### config.mk
export PLATFORM = sky130hd
export DESIGN_NAME = adc_frame_averager
export DESIGN_NICKNAME = d
export VERILOG_FILES = /design/src/rtl/adc_frame_averager.sv
export SDC_FILE = /design/constraint.sdc
export NUM_CORES = 1
export LEC_CHECK = 0
export ABC_AREA = 1
export BUFFER_PORTS_ARGS = -buffer_cell sky130_fd_sc_hd__buf_2
export CAP_MARGIN = 20
export CORE_AREA = 2 2 133 135
export DETAILED_ROUTE_END_ITERATION = 10
export DIE_AREA = 0 0 135 137
export SLEW_MARGIN = 0
export SYNTH_ARGS = -nofsm -noshare
export SYNTH_HDL_FRONTEND = slang
export SYNTH_SLANG_ARGS = --single-unit
export TNS_END_PERCENT = 50
### constraint.sdc
create_clock -name clk -period 3.7 [get_ports clk]
set_input_delay 0.37 -clock clk [delete_from_list [all_inputs] [get_ports clk]]
set_output_delay 0.37 -clock clk [all_outputs]
set_load 0.005 [all_outputs]
### src/rtl/adc_frame_averager.sv
// adc_frame_averager: periodic ADC conversion trigger plus 2^n-sample frame averager
// with a valid/ready result port. Define ADC_AVG_MINMAX_EN to build per-frame min/max.
module adc_frame_averager #(
    parameter int unsigned CLOCK_PERIOD     = 10,
    parameter int unsigned SAMPLE_PERIOD_NS = 6000,
    parameter int unsigned MAX_LOG2_AVG     = 8
) (
    input  logic        clk,
    input  logic        resetn,
    input  logic        enable,
    input  logic [3:0]  avg_log2,
    output logic        adc_trigger,
    input  logic [15:0] adc_data,
    input  logic        adc_data_ready,
    output logic [15:0] m_tdata,
    output logic        m_tvalid,
    input  logic        m_tready,
    output logic [15:0] m_tmin,
    output logic [15:0] m_tmax,
    output logic        overrun,
    output logic        busy
);
    localparam int unsigned TRIG_CYCLES = (SAMPLE_PERIOD_NS + CLOCK_PERIOD - 1) / CLOCK_PERIOD;
    localparam int unsigned PER_W       = $clog2(TRIG_CYCLES);
    localparam int unsigned DATA_W      = 16;
    localparam int unsigned ACC_W       = DATA_W + MAX_LOG2_AVG;
    localparam int unsigned CNT_W       = MAX_LOG2_AVG + 1;
    localparam int unsigned N_W         = 4;

    // Triggers closer than one full capture transaction would collide with the ADC.
    if (TRIG_CYCLES < 530) begin : g_trig_check
        $fatal(1, "adc_frame_averager: TRIG_CYCLES=%0d is below 530", TRIG_CYCLES);
    end

    typedef enum logic {S_IDLE, S_RUN} state_e;

    state_e              state_q, state_d;
    logic [PER_W-1:0]    per_cnt_q, per_cnt_d;
    logic [CNT_W-1:0]    smp_cnt_q, smp_cnt_d;
    logic [ACC_W-1:0]    acc_q, acc_d;
    logic [N_W-1:0]      n_q, n_d;
    logic                trig_q, trig_d;
    logic                busy_q, busy_d;
    logic [DATA_W-1:0]   tdata_q, tdata_d;
    logic                tvalid_q, tvalid_d;
    logic                overrun_q, overrun_d;

    logic [N_W-1:0]      n_clamp;
    logic [CNT_W-1:0]    frame_len_m1;
    logic                per_last;
    logic                frame_last;
    logic                frame_done;
    logic [ACC_W-1:0]    acc_sum;
    logic [DATA_W-1:0]   mean_c;

    assign n_clamp      = (avg_log2 > N_W'(MAX_LOG2_AVG)) ? N_W'(MAX_LOG2_AVG) : avg_log2;
    assign frame_len_m1 = (CNT_W'(1) << n_q) - CNT_W'(1);
    assign per_last     = (per_cnt_q == PER_W'(TRIG_CYCLES - 1));
    assign frame_last   = (smp_cnt_q == frame_len_m1);
    assign frame_done   = (state_q == S_RUN) && adc_data_ready && frame_last;
    assign acc_sum      = acc_q + ACC_W'(adc_data);
    assign mean_c       = DATA_W'(acc_sum >> n_q);

`ifdef ADC_AVG_MINMAX_EN
    logic [DATA_W-1:0]   run_min_q, run_min_d;
    logic [DATA_W-1:0]   run_max_q, run_max_d;
    logic [DATA_W-1:0]   tmin_q, tmin_d;
    logic [DATA_W-1:0]   tmax_q, tmax_d;
    logic                frame_first;
    logic [DATA_W-1:0]   frame_min;
    logic [DATA_W-1:0]   frame_max;

    // The first sample of a frame seeds both extremes, so stale running values never leak.
    assign frame_first = (smp_cnt_q == '0);
    assign frame_min   = (frame_first || (adc_data < run_min_q)) ? adc_data : run_min_q;
    assign frame_max   = (frame_first || (adc_data > run_max_q)) ? adc_data : run_max_q;
`endif

    // Next-state, counters, accumulator and output-register update.
    always_comb begin
        state_d   = state_q;
        per_cnt_d = per_cnt_q;
        smp_cnt_d = smp_cnt_q;
        acc_d     = acc_q;
        n_d       = n_q;
        tdata_d   = tdata_q;
        tvalid_d  = tvalid_q;
        overrun_d = overrun_q;
        trig_d    = 1'b0;
        busy_d    = 1'b0;
`ifdef ADC_AVG_MINMAX_EN
        run_min_d = run_min_q;
        run_max_d = run_max_q;
        tmin_d    = tmin_q;
        tmax_d    = tmax_q;
`endif

        case (state_q)
            S_IDLE: begin
                per_cnt_d = '0;
                smp_cnt_d = '0;
                acc_d     = '0;
                if (enable) begin
                    state_d   = S_RUN;
                    n_d       = n_clamp;
                    overrun_d = 1'b0;
                end
            end
            S_RUN: begin
                if (!enable) begin
                    state_d   = S_IDLE;
                    per_cnt_d = '0;
                    smp_cnt_d = '0;
                    acc_d     = '0;
                end else begin
                    per_cnt_d = per_last ? '0 : per_cnt_q + PER_W'(1);
                    if (adc_data_ready) begin
                        acc_d     = frame_last ? '0 : acc_sum;
                        smp_cnt_d = frame_last ? '0 : smp_cnt_q + CNT_W'(1);
`ifdef ADC_AVG_MINMAX_EN
                        run_min_d = frame_min;
                        run_max_d = frame_max;
`endif
                    end
                end
            end
            default: state_d = S_IDLE;
        endcase

        trig_d = (state_d == S_RUN) && (per_cnt_d == '0);
        busy_d = (state_d == S_RUN);

        // A held, unaccepted word wins over a new result; the new one is dropped.
        if (frame_done) begin
            if (!tvalid_q || m_tready) begin
                tdata_d  = mean_c;
                tvalid_d = 1'b1;
`ifdef ADC_AVG_MINMAX_EN
                tmin_d   = frame_min;
                tmax_d   = frame_max;
`endif
            end else begin
                overrun_d = 1'b1;
            end
        end else if (tvalid_q && m_tready) begin
            tvalid_d = 1'b0;
        end
    end

    always_ff @(posedge clk or negedge resetn) begin
        if (!resetn) begin
            state_q   <= S_IDLE;
            per_cnt_q <= '0;
            smp_cnt_q <= '0;
            acc_q     <= '0;
            n_q       <= '0;
            trig_q    <= 1'b0;
            busy_q    <= 1'b0;
            tdata_q   <= '0;
            tvalid_q  <= 1'b0;
            overrun_q <= 1'b0;
        end else begin
            state_q   <= state_d;
            per_cnt_q <= per_cnt_d;
            smp_cnt_q <= smp_cnt_d;
            acc_q     <= acc_d;
            n_q       <= n_d;
            trig_q    <= trig_d;
            busy_q    <= busy_d;
            tdata_q   <= tdata_d;
            tvalid_q  <= tvalid_d;
            overrun_q <= overrun_d;
        end
    end

`ifdef ADC_AVG_MINMAX_EN
    always_ff @(posedge clk or negedge resetn) begin
        if (!resetn) begin
            run_min_q <= '0;
            run_max_q <= '0;
            tmin_q    <= '0;
            tmax_q    <= '0;
        end else begin
            run_min_q <= run_min_d;
            run_max_q <= run_max_d;
            tmin_q    <= tmin_d;
            tmax_q    <= tmax_d;
        end
    end

    assign m_tmin = tmin_q;
    assign m_tmax = tmax_q;
`else
    assign m_tmin = '0;
    assign m_tmax = '0;
`endif

    assign adc_trigger = trig_q;
    assign busy        = busy_q;
    assign m_tdata     = tdata_q;
    assign m_tvalid    = tvalid_q;
    assign overrun     = overrun_q;

endmodule

==> results of run 1 <==
==> power groups by stage <==
stage               combinational [mW]  sequential (mW)  clock, mW
floorplan                        0.461            0.778          0
global placement                 0.572            0.802          0
detailed placement               0.574            0.802          0
CTS                              0.577            0.789      0.838
global route                     0.659            0.793      0.866
finish                           0.579            0.789      0.820
==> flip-flops by register name, indices dropped and copies added, names as in the netlist <==
signal and cells:
adc_trigger 1, per_cnt_q 10, n_q 4, busy 1
overrun 1, smp_cnt_q 9, m_tvalid 1, acc_q 24
m_tdata 16
==> per-stage QoR <==
stage	instance area, sq um	std cells	hold slack (ps)	total power, mW	util
after global placement	6180	1173	461	1.37	0.362
final	6450	1188	171	2.19	0.378
after detailed placement	6180	1173	466	1.38	0.362
after global routing	6450	1188	202	2.32	0.378
after CTS	6450	1188	177	2.20	0.378
after floorplan	5970	952	74.4	1.24	-
==> area by class of cell <==
class	instances	area [sq um]	share of cell area
tap	225	282	0.0437
multi-input combinational	702	3460	0.536
inverter	128	480	0.0745
clock inverter	6	42.5	0.00660
clock buffer	9	225	0.0349
timing repair buffer	51	285	0.0442
sequential	67	1680	0.260
==> cell families (layout without fill, tap and decap cells) <==
group | count (synthesis) | after routing | synth area share
AOI/OAI and AO/OA | 77 | 77 | 0.0777
DFF | 67 | 67 | 0.286
other | 1 | 32 | 0.000640
xor gates and xnor gates | 24 | 24 | 0.0372
adders and majority gates | 20 | 20 | 0.0440
muxes | 1 | 1 | 0.00171
buffers and inverters | 183 | 194 | 0.144
and+or+nand+nor | 548 | 548 | 0.409
==> placed cells by master (no fill, tap or decap), types with 13 or more instances in the layout <==
| cell type | n |
|---|---|
| nand4_1 | 14 |
| o22ai_1 | 17 |
| nand3_1 | 152 |
| nor2_1 | 64 |
| ha_1 | 19 |
| inv_1 | 122 |
| buf_2 | 44 |
| conb_1 | 32 |
| a21oi_1 | 17 |
| o21ai_0 | 24 |
| dfrtp_1 | 67 |
| nor3_1 | 13 |
| xor2_1 | 19 |
| nand2_1 | 275 |
==> routing by layer <==
layer | GRT usage | up-vias | wire length [microns]
met5 | 0 | - | 0
met4 | 0.0689 | 0 | 320
met3 | 0.0319 | 23 | 837
met2 | 0.321 | 145 | 8140
met1 | 0.236 | 2585 | 7320
li1 | - | 2965 | -
==> worst max-delay path by stage <==
stage / cells after the start / start / slack, ps / to
floorplan: 16 / n_q[0]$_DFFE_PN0P_ / 1320 / m_tdata[10]$_DFFE_PN0P_
global placement: 12 / n_q[3]$_DFFE_PN0P_ / 700 / acc_q[16]$_DFFE_PN0P_
detailed placement: 12 / n_q[3]$_DFFE_PN0P_ / 630 / acc_q[16]$_DFFE_PN0P_
CTS: 12 / n_q[3]$_DFFE_PN0P_ / 610 / acc_q[16]$_DFFE_PN0P_
global route: 11 / n_q[3]$_DFFE_PN0P_ / 220 / m_tdata[6]$_DFFE_PN0P_
finish: 12 / n_q[3]$_DFFE_PN0P_ / 580 / acc_q[16]$_DFFE_PN0P_
==> impl_metrics.csv, run 1 <==
group,metric,value,unit
outcome,status,"complete, no violations",
setup_path,path_class,"reg2reg",
synthesis,synthTopCellsByCount,"nand2_1 (275), nand3_1 (152), inv_1 (122)",
detailed_routing,vias,5718,
clocking,cts_root_buffer,"clkbuf_16",
clocking,cts_tree,"done",
timing,tightest_slew,950,ps
clocking,cts_made_buffers,9,
power,clkPwrFrac,0.375,
final_layout,nFillCells,1872,
setup_path,worstPathArrival,3330,ps
detailed_routing,first_pass_iters,6,
die,rows,48,
synthesis,synth_area,0.00586,sq mm
clocking,h-tree-depth,3,
die,die_w,135,microns
clocking,clock-sinks,67,
timing,final-max-slew-violation-count,0,
final_layout,drive_gt1_frac,0.0976,
final_layout,syn_to_final_growth,10.1,%
synthesis,synth_warnings,0,
synthesis,ys_ff_latch,67,
detailed_routing,wl_per_cell,14.0,microns
global_routing,grt_usage,0.187,
power,ir_drop,0.000246,V
clocking,cts_resized,0,
synthesis,yosysMostFrequentCell,"nand2_1",
synthesis,syn-mean-instance-area,6.36,sq um
detailed_routing,drt_iter0_markers,441,
power,combinationalPowerShare,0.265,
timing,finalSetupViolations,0,
place,post-dp-hpwl,13200,microns
detailed_routing,via_per_inst,4.81,
clocking,clock_latency,350,ps
clocking,post-cts-setup-buffers,0,
setup_path,critPathSlowestCell,"dfrtp_1",
power,netSwitchingFraction,0.366,
detailed_routing,ant_nets,0,
setup_path,rr_worst_depth,12,
timing,finalHoldViolations,0,
synthesis,synth-edff-count,0,
detailed_routing,drc_errors,0,
die,die_area,0.0185,sq mm
synthesis,synth_ff_type,"dfrtp_1",
global_routing,antenna_found_initial,0,
clocking,clk_pin_slew_worst_paths,60,ps
timing,tns,0,ps
synthesis,synth_top_area_share,0.286,
global_routing,grt-ovfl-total,0,
setup_path,slowest_delay,620,ps
power,p_switching,0.801,mW
setup_path,regToRegStartpoint,"n_q[3]$_DFFE_PN0P_",
power,p_leak,3.47,nW
setup_path,path_cells,"nor2_4 > nand2_1 > ha_1 > xnor2_1 > nor3_1 > nand4_1 > nor2_2 > nand2_1 > nand3_1 > buf_12 > a21oi_1 > o21bai_1",
synthesis,async_flop_share,1.00,
die,pin_count,77,
die,core-area,0.0171,sq mm
job,cap_violations,0,
die,start_util,0.343,
timing,timing.slew.headroom,0.367,
synthesis,synthCells,921,
place,gp_congestion,0.942,
synthesis,synth_cell_types,41,
final_layout,diodes,0,
timing,setup_ws,583,ps
timing,skew,12.2,ps
detailed_routing,wirelength,16600,microns
setup_path,cp-end-kind,"flip-flop",
place,preCtsSetupSlack,626,ps
clocking,cts_hold_buffers,0,
setup_path,rr_endpoint,"acc_q[16]$_DFFE_PN0P_",
setup_path,r2r_slack,580,ps
setup_path,startpoint_type,"flip-flop",
global_routing,first_global_vias,5476,
synthesis,ys_seq_area_frac,0.286,
die,die_h,137,microns
power,intPower,1.39,mW
setup_path,path_delay_family,"simple AND/OR/NAND/NOR gates",
timing,fin_crit,3120,ps
setup_path,critPathBufInv,1,
place,io_buffer_count,44,
setup_path,path_max_fanout,21,
setup_path,critPathMostFrequentCell,"nand2_1",
setup_path,cp_data_required_time,3910,ps
global_routing,grt_max_degree,39,
clocking,cts_buffer_depth,2,
synthesis,synth_area_leaders,"dfrtp_1 (29%), nand2_1 (18%), nand3_1 (13%)",
synthesis,yosys.area.top_type,"dfrtp_1",
worst_hold_path,hp-class,"in2async",
timing,layout_worst_path_cycle_share,0.843,
timing,rsz0062_at_grt,"no",
power,pwr-share-seq,0.361,
timing,max_freq,321,MHz
power,p_per_area,339,mW/mm^2
global_routing,grt_pass1_wl,27000,microns
final_layout,fin_nets,1004,
Power figures use the tool's default switching activity.
==> run 2: changes to the inputs <==
Clock period 3.7 ns to 2.9 ns, I/O delays scaled along.
==> impl_metrics.csv, run 2 (same netlist as run 1, synthesis figures left out) <==
group,metric,value,unit
setup_path,cp_data_required_time,3150,ps
global_routing,grt-ovfl-total,0,
timing,layout_worst_path_cycle_share,0.898,
final_layout,diodes,0,
power,pwr-share-seq,0.312,
final_layout,drive_gt1_frac,0.102,
power,p_leak,3.55,nW
final_layout,largest_register_ffs,24,
detailed_routing,ant_nets,0,
detailed_routing,drc_errors,0,
clocking,h-tree-depth,3,
die,core-area,0.0171,sq mm
timing,finalSetupViolations,0,
setup_path,path_delay_family,"simple AND/OR/NAND/NOR gates",
place,gp_congestion,0.934,
final_layout,fin_nets,1008,
setup_path,startpoint_type,"flip-flop",
power,combinationalPowerShare,0.245,
clocking,clock-sinks,67,
setup_path,path_max_fanout,18,
final_layout,regMostFlops,"acc_q",
timing,max_freq,384,MHz
global_routing,grt_max_degree,35,
die,pin_count,77,
timing,skew,8.06,ps
setup_path,critPathSlowestCell,"dfrtp_1",
clocking,cts_hold_buffers,0,
setup_path,path_class,"reg2reg",
final_layout,instances_no_fill,1193,
final_layout,layout_commonest_cell,"nand2_1",
clocking,cts_made_buffers,9,
clocking,clk_pin_slew_worst_paths,60,ps
clocking,cts_root_buffer,"clkbuf_16",
power,netSwitchingFraction,0.316,
clocking,clock_latency,350,ps
die,die_h,137,microns
setup_path,worstPathArrival,2860,ps
clocking,cts_tree,"done",
setup_path,path_cells,"nor2_4 > nand2_1 > ha_1 > xnor2_1 > nor3_1 > nand4_1 > nor2_2 > nand4_2 > inv_2 > or2_2 > a21boi_0",
power,ir_drop,0.000428,V
detailed_routing,wirelength,16600,microns
timing,tightest_slew,811,ps
die,rows,48,
global_routing,grt_usage,0.187,
global_routing,first_global_vias,5566,
global_routing,grt_pass1_wl,27000,microns
power,p_switching,0.998,mW
setup_path,critPathBufInv,1,
place,preCtsSetupSlack,282,ps
timing,fin_crit,2610,ps
final_layout,mostFrequentLayoutCells,"nand2_1 (275), nand3_1 (152), inv_1 (122)",
die,die_area,0.0185,sq mm
timing,finalHoldViolations,0,
timing,tns,0,ps
place,post-dp-hpwl,13200,microns
detailed_routing,drt_iter0_markers,371,
power,p_per_area,478,mW/mm^2
power,intPower,2.16,mW
detailed_routing,first_pass_iters,5,
detailed_routing,via_per_inst,4.89,
setup_path,slowest_delay,400,ps
die,start_util,0.343,
clocking,cts_buffer_depth,2,
setup_path,cp-end-kind,"flip-flop",
worst_hold_path,hp-class,"in2async",
detailed_routing,vias,5830,
outcome,status,"complete, no violations",
final_layout,syn_to_final_growth,12.6,%
detailed_routing,wl_per_cell,13.9,microns
power,clkPwrFrac,0.443,
timing,final-max-slew-violation-count,0,
clocking,cts_resized,0,
final_layout,postLayoutCoreUtil,0.387,
timing,setup_ws,295,ps
place,io_buffer_count,44,
global_routing,antenna_found_initial,0,
place,dp.cells,1177,
job,cap_violations,0,
clocking,post-cts-setup-buffers,0,
timing,timing.slew.headroom,0.459,
die,die_w,135,microns
timing,rsz0062_at_grt,"no",
-- run 2: area by class of cell --
cell class	count	area [sq um]
multi-input combinational	702	3460
sequential	67	1680
inverter	128	480
clock buffer	10	239
tap	225	282
clock inverter	6	136
timing repair buffer	55	328
fill	1873	10500
-- run 2: routing by layer --
layer  track usage  routed length, microns  up-vias  share of wire
li1              -                       -     2993              -
met2         0.320                    7920      151           0.48
met4        0.0712                     480        0          0.029
met5             0                       0        -              0
met3        0.0344                     711       36          0.043
met1         0.236                    7510     2650           0.45
-- run 2: per-stage QoR --
stage	total power [mW]	area, sq um	hold WS, ps
6_report	3.16	6600	37.3
5_1_grt	3.33	6600	96.8
4_1_cts	3.18	6600	55.8
3_5_place_dp	1.77	6220	431
3_3_place_gp	1.77	6220	421
2_1_floorplan	1.58	5970	-5.59
-- run 2: power groups by stage --
stage	logic, mW	clock network [mW]	registers [mW]
global placement	0.765	0	1.00
CTS	0.770	1.43	0.984
detailed placement	0.766	0	1.00
global route	0.875	1.47	0.986
floorplan	0.588	0	0.993
finish	0.772	1.40	0.984
-- run 2: path summary, 6_finish.rpt --
path,startpoint,end,slack (ps),cells past startpoint
max,n_q[3]$_DFFE_PN0P_,m_tdata[14]$_DFFE_PN0P_,290,11
min,resetn,m_tvalid$_DFFE_PN0P_,40,1
max reg2reg,n_q[3]$_DFFE_PN0P_,m_tdata[14]$_DFFE_PN0P_,290,11
min reg2reg,per_cnt_q[0]$_DFF_PN0_,per_cnt_q[0]$_DFF_PN0_,480,1
max in group asynchronous,resetn,acc_q[15]$_DFFE_PN0P_,2200,2
min in group clk,enable,busy$_DFF_PN0_,100,1
==> run 3: changes to the inputs <==
Clock period 2.9 ns to 2.42 ns, I/O delays scaled along.
==> impl_metrics.csv, run 3 (same netlist as run 1, synthesis figures left out) <==
group,metric,value,unit
die,rows,48,
setup_path,cp_data_required_time,2640,ps
die,start_util,0.343,
place,preCtsSetupSlack,-76.2,ps
detailed_routing,vias,5948,
setup_path,path_max_fanout,25,
place,io_buffer_count,44,
job,cap_violations,0,
detailed_routing,drt_iter0_markers,532,
final_layout,syn_to_final_growth,22.5,%
place,dp.cells,1202,
timing,finalSetupViolations,0,
power,ir_drop,0.000338,V
timing,tightest_slew,638,ps
die,die_area,0.0185,sq mm
die,die_w,135,microns
setup_path,slowest_delay,470,ps
timing,whs,59.8,ps
global_routing,grt_usage,0.187,
global_routing,grt_max_degree,68,
timing,max_freq,431,MHz
power,total_power,3.53,mW
global_routing,antenna_found_initial,0,
final_layout,mostFrequentLayoutCells,"nand2_1 (265), nand3_1 (140), inv_1 (119)",
timing,skew,13.2,ps
clocking,clk_pin_slew_worst_paths,60,ps
die,pin_count,77,
final_layout,layout_commonest_cell,"nand2_1",
setup_path,worstPathArrival,2540,ps
timing,setup_ws,102,ps
detailed_routing,wirelength,17200,microns
setup_path,cp-end-kind,"flip-flop",
final_layout,largest_register_ffs,24,
power,p_per_area,491,mW/mm^2
detailed_routing,ant_nets,0,
setup_path,path_class,"reg2reg",
timing,layout_worst_path_cycle_share,0.958,
setup_path,critPathSlowestCell,"dfrtp_1",
die,core-area,0.0171,sq mm
clocking,cts_tree,"done",
clocking,cts_root_buffer,"clkbuf_16",
global_routing,grt_pass1_wl,27000,microns
outcome,status,"complete, no violations",
clocking,cts_made_buffers,9,
setup_path,startpoint_type,"flip-flop",
clocking,h-tree-depth,3,
final_layout,diodes,0,
final_layout,instances_no_fill,1225,
place,post-dp-hpwl,13100,microns
worst_hold_path,hp-class,"in2reg",
place,gp_congestion,0.929,
clocking,clock_latency,350,ps
detailed_routing,first_pass_iters,5,
detailed_routing,via_per_inst,4.86,
final_layout,regMostFlops,"acc_q",
final_layout,drive_gt1_frac,0.196,
setup_path,path_cells,"buf_8 > inv_2 > nor2_1 > nand2_1 > xnor2_1 > nand4_1 > nor2_4 > nand4_4 > buf_4 > nor3_2 > a21boi_1",
global_routing,first_global_vias,5564,
detailed_routing,wl_per_cell,14.1,microns
clocking,cts_buffer_depth,2,
clocking,clock-sinks,67,
timing,finalHoldViolations,0,
die,die_h,137,microns
timing,final-max-slew-violation-count,0,
setup_path,r2r_slack,100,ps
global_routing,grt-ovfl-total,0,
timing,timing.slew.headroom,0.575,
power,p_leak,3.71,nW
detailed_routing,drc_errors,0,
timing,fin_crit,2320,ps
final_layout,fin_nets,1041,
## run 3: cell types whose count changed in the layout (fill, tap and decap cells not counted), sizes merged
cell	before	now
clkinv	2	5
dlygate4sd3	0	1
clkinvlp	1	2
inv	127	126
buf	55	87
bufinv	4	0
## run 3: what timing repair did
item                                    4_1_cts  5_1_grt
endpoints found under the setup margin        9       46
cloned                                        0        1
setup buffers                                 0        6
gates resized for setup                       7       83
hold endpoints to repair                     67        0
pin swaps                                     0       10
hold buffers                                  1        0
## run 3: worst paths after layout
check | from | endpoint | depth (start not counted)
max in group asynchronous | resetn | acc_q[12]$_DFFE_PN0P_ | 3
min in group asynchronous | resetn | m_tvalid$_DFFE_PN0P_ | 3
worst max register to register | n_q[1]$_DFFE_PN0P_ | m_tdata[0]$_DFFE_PN0P_ | 11
worst max-delay path | n_q[1]$_DFFE_PN0P_ | m_tdata[0]$_DFFE_PN0P_ | 11
worst min register to register | per_cnt_q[0]$_DFF_PN0_ | per_cnt_q[0]$_DFF_PN0_ | 1
worst min-delay path | enable | busy$_DFF_PN0_ | 1
## run 3: final cells by class
cell class	count	area [sq um]
Clock inverter	5	30.0
Clock buffer	10	239
Inverter	128	485
Sequential cell	67	1680
Timing Repair Buffer	88	587
Multi-Input combinational cell	702	3880
Tap cell	225	282
Fill cell	1879	9880
## run 3: through the flow
stage / util / cell area, sq um / TNS (ps)
3_5_place_dp: 0.376 / 6410 / -210
2_1_floorplan: - / 5970 / 0
6_report: 0.421 / 7180 / 0
4_1_cts: 0.394 / 6710 / -36.4
3_3_place_gp: 0.376 / 6410 / -39.9
5_1_grt: 0.421 / 7180 / -166
## run 3: per-layer routing
| metal | GRT usage | up-vias | part of all wire |
|---|---|---|---|
| met3 | 0.0337 | 24 | 0.042 |
| met4 | 0.0637 | 0 | 0.020 |
| met1 | 0.240 | 2767 | 0.45 |
| met5 | 0 | - | 0 |
| li1 | - | 3036 | - |
| met2 | 0.317 | 121 | 0.48 |
## run 3: worst max-delay path, delay by kind of cell, from the launching register on
family,cells,cell delay (ps)
AOI/OAI and AO/OA,1,80
xor gates and xnor gates,1,210
buffers and inverters,3,490
DFF,1,470
and+or+nand+nor,6,940
## run 3: power breakdown
part	leakage, nW	switching, mW	internal, mW	total (mW)
clock	0.130	0.547	0.710	1.26
sequential	0.918	0.0329	1.15	1.19
combinational	2.66	0.692	0.392	1.08
